<file path="config.mk">
export PLATFORM = sky130hd
export DESIGN_NAME = fetch_unit
export DESIGN_NICKNAME = d
export VERILOG_FILES = /design/src/rtl/mips_pkg.sv /design/src/rtl/fetch_buffer.sv /design/src/rtl/fetch_unit.sv
export SDC_FILE = /design/constraint.sdc
export NUM_CORES = 1
export LEC_CHECK = 0
export CORE_UTILIZATION = 44
export DETAILED_ROUTE_END_ITERATION = 10
export GPL_ROUTABILITY_DRIVEN = 0
export HOLD_SLACK_MARGIN = 0.06
export PLACE_DENSITY = 0.81
export SETUP_SLACK_MARGIN = 0.5
export SYNTH_ARGS = -nofsm -noshare
export SYNTH_HDL_FRONTEND = slang
export SYNTH_HIERARCHICAL = 1
export SYNTH_SLANG_ARGS = --single-unit
</file>
<file path="constraint.sdc">
create_clock -name clk -period 2.65 [get_ports clk]
set_input_delay 0.3975 -clock clk [delete_from_list [all_inputs] [get_ports clk]]
set_output_delay 0.3975 -clock clk [all_outputs]
set_load 0.05 [all_outputs]
</file>
<file path="src/rtl/mips_pkg.sv">
// Shared definitions for the 5-instruction MIPS core: opcodes, fetch FSM states and the fetch payload.
package mips_pkg;

  localparam int unsigned XLEN   = 32;
  localparam int unsigned OP_W   = 6;
  localparam int unsigned FUNC_W = 6;

  localparam logic [OP_W-1:0] OP_RTYPE = 6'h00;
  localparam logic [OP_W-1:0] OP_ADDIU = 6'h09;
  localparam logic [OP_W-1:0] OP_LW    = 6'h23;
  localparam logic [OP_W-1:0] OP_SW    = 6'h2B;
  localparam logic [OP_W-1:0] OP_HALT  = 6'h3F;

  localparam logic [FUNC_W-1:0] FN_JR   = 6'h08;
  localparam logic [FUNC_W-1:0] FN_ADDU = 6'h21;

  localparam logic [XLEN-1:0] RESET_VECTOR_DEFAULT = 32'hBFC0_0000;

  typedef enum logic [1:0] {
    IDLE,
    REQ,
    HOLD,
    HALTED
  } fetch_state_t;

  // One fetched instruction together with the address it came from.
  typedef struct packed {
    logic [XLEN-1:0] pc;
    logic [XLEN-1:0] word;
  } fetch_entry_t;

  function automatic logic [XLEN-1:0] word_align(input logic [XLEN-1:0] addr);
    return addr & ~32'h3;
  endfunction

  // Sequential successor; wraps modulo 2^32.
  function automatic logic [XLEN-1:0] pc_incr(input logic [XLEN-1:0] addr);
    return addr + 32'd4;
  endfunction

endpackage

</file>
<file path="src/rtl/fetch_buffer.sv">
// Single-entry holding register presenting one fetched instruction to decode over valid/ready.
module fetch_buffer
  import mips_pkg::*;
(
  input  logic         clk,
  input  logic         reset,
  input  logic         load,
  input  fetch_entry_t load_entry,
  output fetch_entry_t entry,
  output logic         valid,
  input  logic         ready,
  output logic         accept_c
);

  assign accept_c = valid && ready;

  // Load and accept never coincide: loads happen only while the buffer is empty.
  always_ff @(posedge clk) begin
    if (reset) begin
      valid <= 1'b0;
      entry <= '0;
    end else if (load) begin
      valid <= 1'b1;
      entry <= load_entry;
    end else if (accept_c) begin
      valid <= 1'b0;
    end
  end

endmodule

</file>
<file path="src/rtl/fetch_unit.sv">
// Instruction fetch stage: PC, imem req/ack, decode valid/ready, JR redirect and halt.
// Define FETCH_DELAY_SLOT_EN to fetch the branch delay slot before a JR takes effect.
module fetch_unit
  import mips_pkg::*;
#(
  parameter logic [31:0] RESET_VECTOR = RESET_VECTOR_DEFAULT
) (
  input  logic        clk,
  input  logic        reset,
  output logic [31:0] imem_addr,
  output logic        imem_req,
  input  logic        imem_ack,
  input  logic [31:0] imem_rdata,
  output logic [31:0] instr,
  output logic [5:0]  opcode,
  output logic [5:0]  func_code,
  output logic [31:0] instr_pc,
  output logic        instr_valid,
  input  logic        instr_ready,
  input  logic        redirect,
  input  logic [31:0] redirect_target,
  input  logic        halt,
  output logic        active
);

  fetch_state_t state;
  logic [31:0]  pc;
  logic         load;
  logic         accept;
  fetch_entry_t load_entry;
  fetch_entry_t entry;

`ifdef FETCH_DELAY_SLOT_EN
  logic [31:0] pending_target;
  logic        pending_valid;
`endif

  // pc only changes on accept, so the address is stable for the whole request.
  assign imem_addr  = pc;
  assign load       = imem_req && imem_ack;
  assign load_entry = '{pc: pc, word: imem_rdata};

  assign instr     = entry.word;
  assign instr_pc  = entry.pc;
  assign opcode    = entry.word[31:26];
  assign func_code = entry.word[5:0];

  fetch_buffer u_buffer (
    .clk        (clk),
    .reset      (reset),
    .load       (load),
    .load_entry (load_entry),
    .entry      (entry),
    .valid      (instr_valid),
    .ready      (instr_ready),
    .accept_c   (accept)
  );

  always_ff @(posedge clk) begin
    if (reset) begin
      state    <= IDLE;
      pc       <= RESET_VECTOR;
      imem_req <= 1'b0;
      active   <= 1'b0;
`ifdef FETCH_DELAY_SLOT_EN
      pending_target <= '0;
      pending_valid  <= 1'b0;
`endif
    end else begin
      case (state)
        IDLE: begin
          state    <= REQ;
          imem_req <= 1'b1;
          active   <= 1'b1;
        end
        REQ: begin
          if (imem_ack) begin
            state    <= HOLD;
            imem_req <= 1'b0;
          end
        end
        HOLD: begin
          if (accept) begin
            if (halt) begin
              state  <= HALTED;
              active <= 1'b0;
            end else begin
              state    <= REQ;
              imem_req <= 1'b1;
`ifdef FETCH_DELAY_SLOT_EN
              // A JR seen in the delay slot is dropped; the first target wins.
              if (pending_valid) begin
                pc            <= pending_target;
                pending_valid <= 1'b0;
              end else if (redirect) begin
                pending_target <= word_align(redirect_target);
                pending_valid  <= 1'b1;
                pc             <= pc_incr(pc);
              end else begin
                pc <= pc_incr(pc);
              end
`else
              if (redirect) begin
                pc <= word_align(redirect_target);
              end else begin
                pc <= pc_incr(pc);
              end
`endif
            end
          end
        end
        HALTED: state <= HALTED;
        default: state <= IDLE;
      endcase
    end
  end

endmodule

</file>
==> flow_metrics.env <==
export IMPL_status="complete, no violations"
export IMPL_synth_cell_area_um2=4572
export IMPL_worst_path_largest_cell_delay_ps=860
export IMPL_vdd_drop_max_uv=236.2
export IMPL_worstHoldPathType="input pin to flip-flop"
export IMPL_die_w_um=103.9
export IMPL_maxCapViolCount=0
export IMPL_hpwlAfterDp_um=8707
export IMPL_via_per_inst=5.301
export IMPL_grt_busiest_layer="met2"
export IMPL_finClkSkew_ps=10.01
export IMPL_gr_usage_met1_pct=28.23
export IMPL_slowest_stage="clkdlybuf4s50_1"
export IMPL_cp_end_kind="primary output"
export IMPL_pwr_share_clk_pct=31.2
export IMPL_internal_power_w=0.002238
export IMPL_setup_viol_count_final=0
export IMPL_pwr_share_seq_pct=49.9
export IMPL_layout_common_cells="clkdlybuf4s50_1, nor2_1, dfxtp_1, mux2i_1, o21ai_0"
export IMPL_critPathLaunchType="flip-flop"
export IMPL_arrival_ps=1690
export IMPL_r2r_setup_slack_ps=600
export IMPL_grtUsageTotal_pct=22.82
export IMPL_cts_htree_levels=3
export IMPL_overflow=0
export IMPL_cts_made_buffers=9
export IMPL_clk_path_buf_depth=2
export IMPL_cts_root_buffer="clkbuf_8"
export IMPL_fp_coreArea_um2=9910
export IMPL_path_buf_inv=1
export IMPL_clk_latency_ps=350
export IMPL_start_util_pct=46.14
export IMPL_setup_ws_ps=561.8
export IMPL_yosysTopAreaCell="dfxtp_1"
export IMPL_pwr_share_comb_pct=18.8
export IMPL_fillers=800
export IMPL_clock_fmax_mhz=478.9
export IMPL_slew_viol_final=0
export IMPL_drive_above_1_share_pct=9.437
export IMPL_synth_seq_area_share_pct=43.35
export IMPL_drt_iter0_drc=173
export IMPL_ys_ff_latch=99
export IMPL_dpl_worst_slack_ps=171.2
export IMPL_fin_tns_setup_ps=0
export IMPL_p_sw_share_pct=28.30
export IMPL_ff2ff_path_depth=7
export IMPL_port_buffers=176
export IMPL_period_share_pct=78.80
export IMPL_wl_per_cell_um=15.69
export IMPL_antenna_cells=0
export IMPL_postSynth_asyncResetShare_pct=0
export IMPL_io_pins=181
export IMPL_hold_viol_final=0
export IMPL_synthTopCellsByArea="dfxtp_1, mux2i_1, nor2_1, o21ai_0, buf_4"
export IMPL_path_cells="clkdlybuf4s50_1"
export IMPL_whs_path_depth=2
export IMPL_antenna_found_initial=0
export IMPL_drc=0
export IMPL_grt_max_degree=52
export IMPL_powerDensity_nw_per_um2=479.0
export IMPL_clk_pin_slew_ps=100
export IMPL_first_pass_iters=5
export IMPL_leakagePower_nw=2.338
export IMPL_synth_edf_count=0
export IMPL_critPathKind="flip-flop to primary output"
export IMPL_grt_pass1_wl_um=20110
export IMPL_syn_inst=500
export IMPL_die_height_um=103.9
export IMPL_syn_avg_cell_area_um2=9.144
export IMPL_syn2layout_area_growth_pct=42.56
export IMPL_grt_util_met3_pct=4.449
export IMPL_p_switching_w=0.0008835
export IMPL_path_depth=1
export IMPL_yosysTopAreaCellShare_pct=43.35
export IMPL_grt_use_met2_pct=39.05
export IMPL_ys_warn_count=6
export IMPL_rsz0062_at_grt="no"
export IMPL_via_count=4188
export IMPL_die_area_um2=10800
export IMPL_cts_sinks=99
export IMPL_synthFlopType="dfxtp_1"
export IMPL_final_common_cell="clkdlybuf4s50_1"
export IMPL_worstMarginPinSlew_ps=774.7
export IMPL_critical_path_required_ps=2250
export IMPL_critPathMaxFanout=5
export IMPL_wirelength_um=12390
export IMPL_rows=36
export IMPL_power_w=0.003122
export IMPL_synthDistinctLibCells=61
export IMPL_fin_hold_ws_ps=487.1
export IMPL_grt_pass1_vias=4049
export IMPL_ant_nets=0
export IMPL_cp_top_family="buffers and inverters"
export IMPL_cts_tree="done"
export IMPL_cts_hold_buffers=0
export IMPL_min_period_ps=2088
export IMPL_slew_headroom_pct=48.30
export IMPL_nNetsFinal=723
[logic make-up (layout without fill, tap and decap cells)]
| logic type | count (synthesis) | in the layout | share of synthesized area (%) |
|---|---|---|---|
| adders and majority gates | 1 | 1 | 0.2736 |
| and+or+nand+nor | 178 | 178 | 19.59 |
| DFF | 99 | 99 | 43.35 |
| muxes | 68 | 68 | 14.94 |
| buffers and inverters | 55 | 209 | 7.909 |
| AOI/OAI and AO/OA | 98 | 98 | 13.85 |
| other | 1 | 4 | 0.08202 |
[cell usage after synthesis, types with 4 or more instances]
| master | n |
|---|---|
| clkbuf_1 | 18 |
| nand4_1 | 7 |
| buf_1 | 4 |
| a211oi_1 | 8 |
| and3_1 | 4 |
| or3_1 | 5 |
| nor3_1 | 8 |
| o21a_1 | 4 |
| o31ai_1 | 5 |
| nand2_1 | 18 |
| dfxtp_1 | 99 |
| buf_4 | 16 |
| o21ai_0 | 27 |
| buf_2 | 5 |
| nand3_1 | 12 |
| inv_1 | 5 |
| a31oi_1 | 4 |
| a21oi_1 | 20 |
| buf_12 | 5 |
| a22oi_1 | 7 |
| mux2i_1 | 66 |
| nor2_1 | 95 |
[routing by layer]
metal,wire (um),part of all wire (%)
met5,0,0
met3,892,7.2
met4,201,1.6
met1,5300,43
met2,5999,48
[power groups by stage]
stage	clock, W	combinational, W	sequential (W)
2_1_floorplan	0	0.000246	0.00174
3_3_place_gp	0	0.000582	0.00159
3_5_place_dp	0	0.000587	0.00160
4_1_cts	0.000999	0.000589	0.00156
5_1_grt	0.00106	0.000619	0.00157
6_report	0.000975	0.000588	0.00156
[state kept, by name, indices dropped and copies added (netlist names)]
| register | count |
|---|---|
| active | 1 |
| imem_addr | 30 |
| imem_req | 1 |
| state | 2 |
| u_buffer/entry | 64 |
| u_buffer/valid | 1 |
[final timing paths]
kind / from / end
setup reg to reg: imem_addr[7]$_SDFFE_PP0P_ / imem_addr[25]$_SDFFE_PP1P_
hold / removal: reset / u_buffer/entry[7]$_SDFFE_PP0P_
hold reg to reg: u_buffer/valid$_SDFFE_PP0P_ / u_buffer/valid$_SDFFE_PP0P_
setup / recovery: imem_addr[12]$_SDFFE_PP0P_ / imem_addr[12]
[final cells by class]
| class | count | area (um2) | share of cell area, % |
|---|---|---|---|
| repair buffers | 187 | 1869 | 28.68 |
| inverters | 6 | 22.52 | 0.3456 |
| flip-flops and latches | 99 | 1998 | 30.66 |
| well taps | 133 | 166.4 | 2.553 |
| multi-input cells | 349 | 2267 | 34.79 |
| clock inverters | 5 | 52.55 | 0.8063 |
| clock buffers | 11 | 141.4 | 2.169 |
[what timing repair did]
action,4_1_cts,5_1_grt
buffers inserted,2,0
gates resized for setup,1,7
pin swaps,1,0
setup endpoints to repair,7,10
[per-stage QoR]
step,utilization (%),area [um2],instances
2_1_floorplan,-,4597,503
3_3_place_gp,63.36,6279,772
3_5_place_dp,63.36,6279,772
4_1_cts,65.56,6496,790
5_1_grt,65.77,6518,790
6_report,65.77,6518,790
[worst register-to-register path, stage by stage, from the launching register on]
cell	delay, ps
dfxtp_1	320
buf_4	140
nand3_1	120
buf_4	210
or4_4	590
nor3_4	200
nand4_1	120
a31o_1	260
Note: power is estimated with default switching activity, not from simulation.
